===== src/rtl/alu_op_decoder.sv =====
// Registered RISC-V decode stage feeding the ALU.
// Takes instruction words over a valid/ready handshake and holds one decoded
// bundle at a time in an output register. That register supports backpressure
// and flush. A saturating counter records how many illegal words were accepted.
module alu_op_decoder #(
    parameter int CNT_W = 8
) (
    input  logic             clk,
    input  logic             reset,
    input  logic             flush_i,
    input  logic             inst_valid_i,
    output logic             inst_ready_o,
    input  logic [31:0]      inst_i,
    output logic             dec_valid_o,
    input  logic             dec_ready_i,
    output logic [3:0]       ALU_Operation_o,
    output logic [4:0]       rs1_o,
    output logic [4:0]       rs2_o,
    output logic [4:0]       rd_o,
    output logic [31:0]      imm_o,
    output logic             alu_src_o,
    output logic             reg_write_o,
    output logic             mem_read_o,
    output logic             mem_write_o,
    output logic             illegal_o,
    output logic [CNT_W-1:0] illegal_cnt_o
);

    localparam logic [3:0] ALU_ADD = 4'b0000;
    localparam logic [3:0] ALU_SUB = 4'b0001;
    localparam logic [3:0] ALU_XOR = 4'b0010;
    localparam logic [3:0] ALU_OR  = 4'b0011;
    localparam logic [3:0] ALU_AND = 4'b0100;
    localparam logic [3:0] ALU_SLL = 4'b0101;
    localparam logic [3:0] ALU_SRL = 4'b0111;
    localparam logic [3:0] ALU_ORI = 4'b1000;
    localparam logic [3:0] ALU_LUI = 4'b1001;
    localparam logic [3:0] ALU_SW  = 4'b1100;
    localparam logic [3:0] ALU_LW  = 4'b1101;

    localparam logic [6:0] OP_R    = 7'b0110011;
    localparam logic [6:0] OP_I    = 7'b0010011;
    localparam logic [6:0] OP_LUI  = 7'b0110111;
    localparam logic [6:0] OP_LOAD = 7'b0000011;
    localparam logic [6:0] OP_STOR = 7'b0100011;

    logic [6:0]  opcode;
    logic [2:0]  funct3;
    logic [6:0]  funct7;
    logic [31:0] imm_i_sx;
    logic [31:0] imm_s_sx;
    logic [31:0] imm_shamt;

    assign opcode    = inst_i[6:0];
    assign funct3    = inst_i[14:12];
    assign funct7    = inst_i[31:25];
    assign imm_i_sx  = {{20{inst_i[31]}}, inst_i[31:20]};
    assign imm_s_sx  = {{20{inst_i[31]}}, inst_i[31:25], inst_i[11:7]};
    assign imm_shamt = {27'd0, inst_i[24:20]};

    logic [3:0]  dec_alu;
    logic [31:0] dec_imm;
    logic        dec_src;
    logic        dec_rw;
    logic        dec_mr;
    logic        dec_mw;
    logic        dec_ill;

    // Combinational decode of the incoming word into a bundle
    always_comb begin
        dec_alu = ALU_ADD;
        dec_imm = 32'd0;
        dec_src = 1'b0;
        dec_rw  = 1'b0;
        dec_mr  = 1'b0;
        dec_mw  = 1'b0;
        dec_ill = 1'b0;
        case (opcode)
            OP_R: begin
                dec_rw = 1'b1;
                case (funct3)
                    3'b000: begin
                        if (funct7 == 7'b0000000)      dec_alu = ALU_ADD;
                        else if (funct7 == 7'b0100000) dec_alu = ALU_SUB;
                        else                           dec_ill = 1'b1;
                    end
                    3'b100:  dec_ill = (funct7 != 7'd0);
                    3'b110:  dec_ill = (funct7 != 7'd0);
                    3'b111:  dec_ill = (funct7 != 7'd0);
                    3'b001:  dec_ill = (funct7 != 7'd0);
                    3'b101:  dec_ill = (funct7 != 7'd0);
                    default: dec_ill = 1'b1;
                endcase
                case (funct3)
                    3'b100:  dec_alu = ALU_XOR;
                    3'b110:  dec_alu = ALU_OR;
                    3'b111:  dec_alu = ALU_AND;
                    3'b001:  dec_alu = ALU_SLL;
                    3'b101:  dec_alu = ALU_SRL;
                    default: ;
                endcase
            end
            OP_I: begin
                dec_src = 1'b1;
                dec_rw  = 1'b1;
                dec_imm = imm_i_sx;
                case (funct3)
                    3'b000: dec_alu = ALU_ADD;
                    3'b100: dec_alu = ALU_XOR;
                    3'b110: dec_alu = ALU_ORI;
                    3'b111: dec_alu = ALU_AND;
                    3'b001: begin
                        dec_alu = ALU_SLL;
                        dec_imm = imm_shamt;
                        dec_ill = (funct7 != 7'd0);
                    end
                    3'b101: begin
                        dec_alu = ALU_SRL;
                        dec_imm = imm_shamt;
                        dec_ill = (funct7 != 7'd0);
                    end
                    default: dec_ill = 1'b1;
                endcase
            end
            OP_LUI: begin
                dec_alu = ALU_LUI;
                dec_src = 1'b1;
                dec_rw  = 1'b1;
                // The ALU applies the <<12, so the raw upper field is passed
                dec_imm = {12'd0, inst_i[31:12]};
            end
            OP_LOAD: begin
                dec_alu = ALU_LW;
                dec_src = 1'b1;
                dec_rw  = 1'b1;
                dec_mr  = 1'b1;
                dec_imm = imm_i_sx;
                dec_ill = (funct3 != 3'b010);
            end
            OP_STOR: begin
                dec_alu = ALU_SW;
                dec_src = 1'b1;
                dec_mw  = 1'b1;
                dec_imm = imm_s_sx;
                dec_ill = (funct3 != 3'b010);
            end
            default: dec_ill = 1'b1;
        endcase
        // An illegal bundle carries no controls, only the raw register fields
        if (dec_ill) begin
            dec_alu = ALU_ADD;
            dec_imm = 32'd0;
            dec_src = 1'b0;
            dec_rw  = 1'b0;
            dec_mr  = 1'b0;
            dec_mw  = 1'b0;
        end
    end

    logic             valid_q, valid_d;
    logic [3:0]       alu_q, alu_d;
    logic [4:0]       rs1_q, rs1_d, rs2_q, rs2_d, rd_q, rd_d;
    logic [31:0]      imm_q, imm_d;
    logic             src_q, src_d, rw_q, rw_d, mr_q, mr_d, mw_q, mw_d;
    logic             ill_q, ill_d;
    logic [CNT_W-1:0] cnt_q, cnt_d;
    logic             accept;

    assign inst_ready_o = !reset && (!valid_q || dec_ready_i);
    assign accept       = inst_valid_i && inst_ready_o && !flush_i;

    // Next-state for the output register, the valid bit and the counter
    always_comb begin
        valid_d = valid_q;
        alu_d   = alu_q;
        rs1_d   = rs1_q;
        rs2_d   = rs2_q;
        rd_d    = rd_q;
        imm_d   = imm_q;
        src_d   = src_q;
        rw_d    = rw_q;
        mr_d    = mr_q;
        mw_d    = mw_q;
        ill_d   = ill_q;
        cnt_d   = cnt_q;
        if (flush_i) begin
            valid_d = 1'b0;
        end else if (accept) begin
            valid_d = 1'b1;
            alu_d   = dec_alu;
            rs1_d   = inst_i[19:15];
            rs2_d   = inst_i[24:20];
            rd_d    = inst_i[11:7];
            imm_d   = dec_imm;
            src_d   = dec_src;
            rw_d    = dec_rw;
            mr_d    = dec_mr;
            mw_d    = dec_mw;
            ill_d   = dec_ill;
            if (dec_ill && (cnt_q != {CNT_W{1'b1}})) begin
                cnt_d = cnt_q + CNT_W'(1);
            end
        end else if (dec_ready_i) begin
            valid_d = 1'b0;
        end
    end

    // Output register and counter with synchronous reset
    always_ff @(posedge clk) begin
        if (reset) begin
            valid_q <= 1'b0;
            alu_q   <= 4'd0;
            rs1_q   <= 5'd0;
            rs2_q   <= 5'd0;
            rd_q    <= 5'd0;
            imm_q   <= 32'd0;
            src_q   <= 1'b0;
            rw_q    <= 1'b0;
            mr_q    <= 1'b0;
            mw_q    <= 1'b0;
            ill_q   <= 1'b0;
            cnt_q   <= '0;
        end else begin
            valid_q <= valid_d;
            alu_q   <= alu_d;
            rs1_q   <= rs1_d;
            rs2_q   <= rs2_d;
            rd_q    <= rd_d;
            imm_q   <= imm_d;
            src_q   <= src_d;
            rw_q    <= rw_d;
            mr_q    <= mr_d;
            mw_q    <= mw_d;
            ill_q   <= ill_d;
            cnt_q   <= cnt_d;
        end
    end

    assign dec_valid_o     = valid_q && !reset;
    assign ALU_Operation_o = alu_q;
    assign rs1_o           = rs1_q;
    assign rs2_o           = rs2_q;
    assign rd_o            = rd_q;
    assign imm_o           = imm_q;
    assign alu_src_o       = src_q;
    assign reg_write_o     = rw_q;
    assign mem_read_o      = mr_q;
    assign mem_write_o     = mw_q;
    assign illegal_o       = ill_q;
    assign illegal_cnt_o   = cnt_q;

endmodule

===== config.mk =====
export PLATFORM = sky130hd
export DESIGN_NAME = alu_op_decoder
export DESIGN_NICKNAME = d
export VERILOG_FILES = /design/src/rtl/alu_op_decoder.sv
export SDC_FILE = /design/constraint.sdc
export NUM_CORES = 1
export LEC_CHECK = 0
export ABC_AREA = 1
export BUFFER_PORTS_ARGS = -buffer_cell sky130_fd_sc_hd__buf_2
export CORE_ASPECT_RATIO = 0.8
export CORE_MARGIN = 4
export CORE_UTILIZATION = 44
export CTS_CLUSTER_SIZE = 10
export DETAILED_ROUTE_END_ITERATION = 16
export PLACE_DENSITY = 0.73
export SETUP_SLACK_MARGIN = 0.2
export SLEW_MARGIN = 40
export SYNTH_ARGS = -nofsm -noshare
export SYNTH_HDL_FRONTEND = slang
export SYNTH_SLANG_ARGS = --single-unit

===== constraint.sdc =====
create_clock -name clk -period 2.4 [get_ports clk]
set_input_delay 0.48 -clock clk [delete_from_list [all_inputs] [get_ports clk]]
set_output_delay 0.48 -clock clk [all_outputs]
set_load 0.02 [all_outputs]

Word-level counts from Yosys, hierarchy flattened
Index checks and enable logic that the tools add are counted.

Bits in registers: 65. Input port bits: 37. Output and inout bits: 66. Word-level logic and storage cells: 74.

Add/subtract/negate cells: 1. Equal/unequal tests: 13. Mux-type cells: 25. Bitwise gates (word level): 1. Reductions and logical operators: 22.

Operators by type and width (count): 32-bit one-hot mux with 4 select lines (1); 32-bit 2-to-1 mux (2); 4-bit one-hot mux with 5 select lines (3); 7-bit by 6-bit == test with 1-bit output, second input constant (4); 1-bit 2-to-1 mux (15); 3-bit == test, second input constant (4); 4-bit OR reduction (3); 8-bit by 1-bit adder with 8-bit output, second input constant (1); 8-bit inequality test, second input constant (1); 7-bit by 2-bit == test with 1-bit output, second input constant (1); 7-bit by 5-bit == test with 1-bit output, second input constant (1); 7-bit logical NOT (1); 7-bit nonzero test (1); 2-bit OR reduction (3); 1-bit logical AND (5); 5-bit OR reduction (1); 4-bit 2-to-1 mux (1); 1-bit one-hot mux with 2 select lines (2); 1-bit one-hot mux with 4 select lines (1); 3-bit by 1-bit == test with 1-bit output, second input constant (1); 1-bit logical NOT (3); 3-bit logical NOT (1); 3-bit by 2-bit inequality test with 1-bit output, second input constant (1); 3-bit AND reduction (1); 4 further kinds (4).

Longest topological paths before layout
Depth after elaboration: 7. Gate-level depth with buffers: 13. Mapped depth without buffers: 12.

Worst setup path after synthesis
Ideal clock, no wire load.

Path type: reg-to-reg. Start point: reg cnt_q[1] (netlist: illegal_cnt_o[1]). End point: reg cnt_q[0] (netlist: illegal_cnt_o[0]). Library setup time: 113 ps. Arrival time: 1493 ps. Data required time: 2287 ps. Setup slack: 794 ps. Stages on the path, launching flop included: 9. Path buffers: 0. Period minus slack after synthesis: 1606 ps. Path through: dfxtp_1 > ha_1 > nand2_1 > nor2_1 > nand3_1 > nand3_4 > nand2_1 > nand2_1 > nor2_1.

Cells in the longest elaborated chain, start to end: 3.

Ends and longest elaborated chain: start, declared (line 166) `logic [CNT_W-1:0] cnt_q, cnt_d;`; start signal, assigned (line 235) `cnt_q <= cnt_d;`; 8-bit inequality test (line 200) `if (dec_ill && (cnt_q != {CNT_W{1'b1}})) begin`; 1-bit logical AND (line 200); 3-bit AND reduction (no line).

Every way passes these cells. A chain may end at the register's enable or synchronous reset.

Worst setup path in the final report
Start point: in inst_i[6]. End point: reg imm_q[15] (netlist: imm_o[15]).

Cells in the longest elaborated chain, start to end: 4. Elaborated cells on any way between the ends: 9. Those cells by class: 5 x eq/ne; 3 x mux; 1 x reduce/logical.

Ends and longest elaborated chain: start, declared (line 13) `input logic [31:0] inst_i,`; 7-bit by 6-bit == test with 1-bit output / 7-bit by 2-bit == test with 1-bit output (equally long branches) (line 78) `case (opcode)`; 2-bit OR reduction (no line); 1-bit one-hot mux with 4 select lines (line 78); 32-bit 2-to-1 mux * (line 150) `if (dec_ill) begin`; end signal, assigned (line 229) `imm_q <= imm_d;`; end, declared (line 163) `logic [31:0] imm_q, imm_d;`.

Every way passes the cells marked *; elsewhere a longest branch is shown, timed or not.

==> metrics.md <==
| Metric | Value |
|---|---|
| Unrepaired setup endpoints after global routing | no |
| Sw Ratio | 25.53% |
| DRT iter0 DRCs | 177 |
| Gate power share | 12.2% |
| WHS Path Cells | 3 |
| Synthesis Warnings | 0 |
| P_int | 1.194 mW |
| R2r startpoint | illegal_cnt_o[1] |
| # port buffers | 102 |
| WP data arrival | 2190 ps |
| Setup Buffers After CTS | 0 |
| Clk sinks | 54 |
| # DRC | 0 |
| Vias per cell | 5.163 |
| R2r setup slk | 660 ps |
| Post-CTS resize count | 0 |
| Fraction of layout cells with a size suffix above 1 | 26.87% |
| Initial core utilization | 46.29% |
| Filler instances | 618 |
| Antenna cells | 0 |
| Max-Cap Viols | 0 |
| Static leakage | 1.648 nW |
| Routed via count | 2974 |
| CP Max Fanout | 20 |
| Post-synth design cell area | 2780 um^2 |
| Setup ws final | 443.4 ps |
| Routed Antenna Nets | 0 |
| CTS buffer count | 5 |
| Syn Nets | 450 |
| Syn avg cell area | 6.748 um^2 |
| Total track usage | 20.48% |
| HP Start | inst_valid_i |
| Synth Area in Adders | 0.4500% |
| Tmin final | 1957 ps |
| Core area | 6006 um^2 |
| R2R cell count | 8 |
| Io pins | 103 |
| Final Max Tran Viols | 0 |
| Total die area | 7662 um^2 |
| Mapped Cells | 412 |
| Rows | 25 |
| Pwr dens | 479.7 nW/um^2 |
| Clock Path Buffers | 2 |
| Setup WS pre-CTS | 140.9 ps |
| WL/cell | 13.75 um |
| Outcome | complete, no violations |
| Register bit total from synthesis | 54 |
| Commonest non-fill, non-tap cell in the layout | buf_2 |
| Antenna violations before repair | 0 |
| Synth Area in XOR/XNOR | 1.890% |
| First-pass GRT wire length | 12970 um |
| Crit path capture type | register |
| CTS tree | built |
| H-tree depth | 2 |
| Nets | 534 |
| Required time worst endpoint | 2630 ps |
| Crit Path Category | in -> reg |
| Final Skew | 4.666 ps |
| Clock transition at the registers of the reported paths | 90 ps |
| Period utilisation layout | 81.53% |
| Root Buffer | clkbuf_8 |
| Multiplexer share of the synthesized area | 0% |
| Worst Max-Slew Pin Slew | 460.5 ps |
| Compound-Gate Fraction of Synth Area | 12.74% |
| Switch Pwr | 0.4092 mW |
| Main combinational cell family by area after synthesis | simple AND/OR/NAND/NOR gates |
| Maximum vdd drop | 0.3067 mV |
| Setup-failing EPs final | 0 |
| Relative slew slack | 69.30% |
| Simple-Gate Fraction of Synth Area | 35.28% |
| Worst-Skew Late Latency | 300 ps |
| Hold Buf Count CTS | 0 |
| Setup_tns | 0 ps |
| Layout area overhead | 20.21% |
| RePlAce Congestion | 0.9436 |
| Most frequent cells in the layout | buf_2 (102), nand2_1 (94), dfxtp_1 (54), nor2_1 (52), nand3_1 (51) |
| Largest net degree at the start of global routing | 47 |
| Die Wd | 96.87 um |
| Post-DP HPWL | 6034 um |
| Die height | 79.10 um |
| Seq pwr share | 57.3% |
| Reg2reg end | illegal_cnt_o[0] |
| Clk pwr share | 30.5% |
| First drt pass iteration count | 5 |
| Max Freq | 0.5111 GHz |
| Number of global-route vias before repair | 2689 |
| Critical path startpoint category | input pin |
| Final Hold Vio Count | 0 |
| Min-delay worst type | in -> reg |
| Synth cell types | 26 |
| Drt total wl | 7922 um |
| Min-Delay Endpoint | valid_q |
| Congestion Overflow GR | 0 |
| Sequential fraction of the synthesis area | 38.88% |
[how the worst max path moves through the flow]
stage                           startpoint          endpoint  slack [ps]  cells after the start
after global routing             inst_i[6]         imm_o[15]         230                     12
after floorplan           illegal_cnt_o[1]  illegal_cnt_o[0]         790                      8
after CTS                        inst_i[6]         imm_o[15]         450                     12
final                            inst_i[6]         imm_o[15]         440                     12
after detailed placement         inst_i[6]         imm_o[15]         140                     12
after global placement           inst_i[6]          imm_o[8]         280                     12
[cells by family after synthesis]
family,count (synthesis)
simple gates,221
compound gates,68
buf+inv,62
flops,54
xor+xnor,6
fa+ha+maj,1
[final cells by class]
type	count	area [um^2]	area share, %
timing repair buffer	108	555.5	16.62
clock buffer	6	82.58	2.471
multi-input combinational	296	1405	42.04
inverter	31	116.4	3.482
tap	81	101.3	3.033
sequential	54	1081	32.35
[through the flow]
step,util (%),power (mW),cell area (um^2),instances,hold slack [ps]
after global placement,54.27,1.130,3259,570,452.8
after CTS,55.65,1.617,3342,576,404.6
after global routing,55.65,1.679,3342,576,411.8
after floorplan,-,1.050,2780,412,542.1
final,55.65,1.603,3342,576,408.0
after detailed placement,54.27,1.133,3259,570,455.1
[synth_stat cells]
| master | count | area (um^2) |
|---|---|---|
| nor2_1 | 52 | 195.2 |
| nand2_4 | 1 | 11.26 |
| nor2_4 | 3 | 33.78 |
| o31ai_1 | 1 | 7.510 |
| o211ai_1 | 4 | 30.03 |
| xnor2_1 | 1 | 8.760 |
| dfxtp_1 | 54 | 1081 |
| nor3_1 | 3 | 15.01 |
| nor2_2 | 4 | 25.02 |
| buf_4 | 14 | 105.1 |
| clkbuf_1 | 10 | 37.54 |
| nand3_1 | 51 | 255.2 |
| buf_2 | 5 | 25.02 |
| o21ai_0 | 23 | 115.1 |
| inv_2 | 5 | 18.77 |
| o22ai_1 | 1 | 6.260 |
| nand4_1 | 8 | 50.05 |
| buf_1 | 1 | 3.750 |
| inv_1 | 26 | 97.59 |
| buf_6 | 1 | 11.26 |
| nand3_4 | 1 | 17.52 |
| nand2_2 | 4 | 25.02 |
| ha_1 | 1 | 12.51 |
| xor2_1 | 5 | 43.79 |
| a21oi_1 | 39 | 195.2 |
| nand2_1 | 94 | 352.8 |
[critical path: stages]
cell and delay [ps]:
buf_2 110, inv_1 60, nand3_1 100, inv_2 220, nand2_4 120, nand2_2 100, nor2_2 40, nor2_2 90
nand2_2 210, inv_2 350, nand3_1 150, a21oi_1 140
[power groups by stage]
stage          logic (mW)  clock network, mW  registers (mW)
2_1_floorplan      0.0925                  0           0.958
3_3_place_gp        0.191                  0           0.940
3_5_place_dp        0.194                  0           0.939
4_1_cts             0.194              0.504           0.919
5_1_grt             0.214              0.544           0.921
6_report            0.195              0.489           0.919
[registers in the layout, indices dropped and copies added (netlist names)]
register,cells
reg_write_o,1
rs2_o,5
mem_write_o,1
rd_o,5
imm_o,21
ALU_Operation_o,4
rs1_o,5
illegal_cnt_o,8
valid_q,1
illegal_o,1
alu_src_o,1
mem_read_o,1
[layer usage]
metal	wire (um)	vias up	track usage [%]	part of all wire, %
li1	-	1493	-	-
met3	716	11	4.829	9.0
met4	97	0	4.909	1.2
met1	3759	1338	29.76	47
met2	3349	132	30.65	42
met5	0	-	0	0
(Power assumes the default switching activity.)
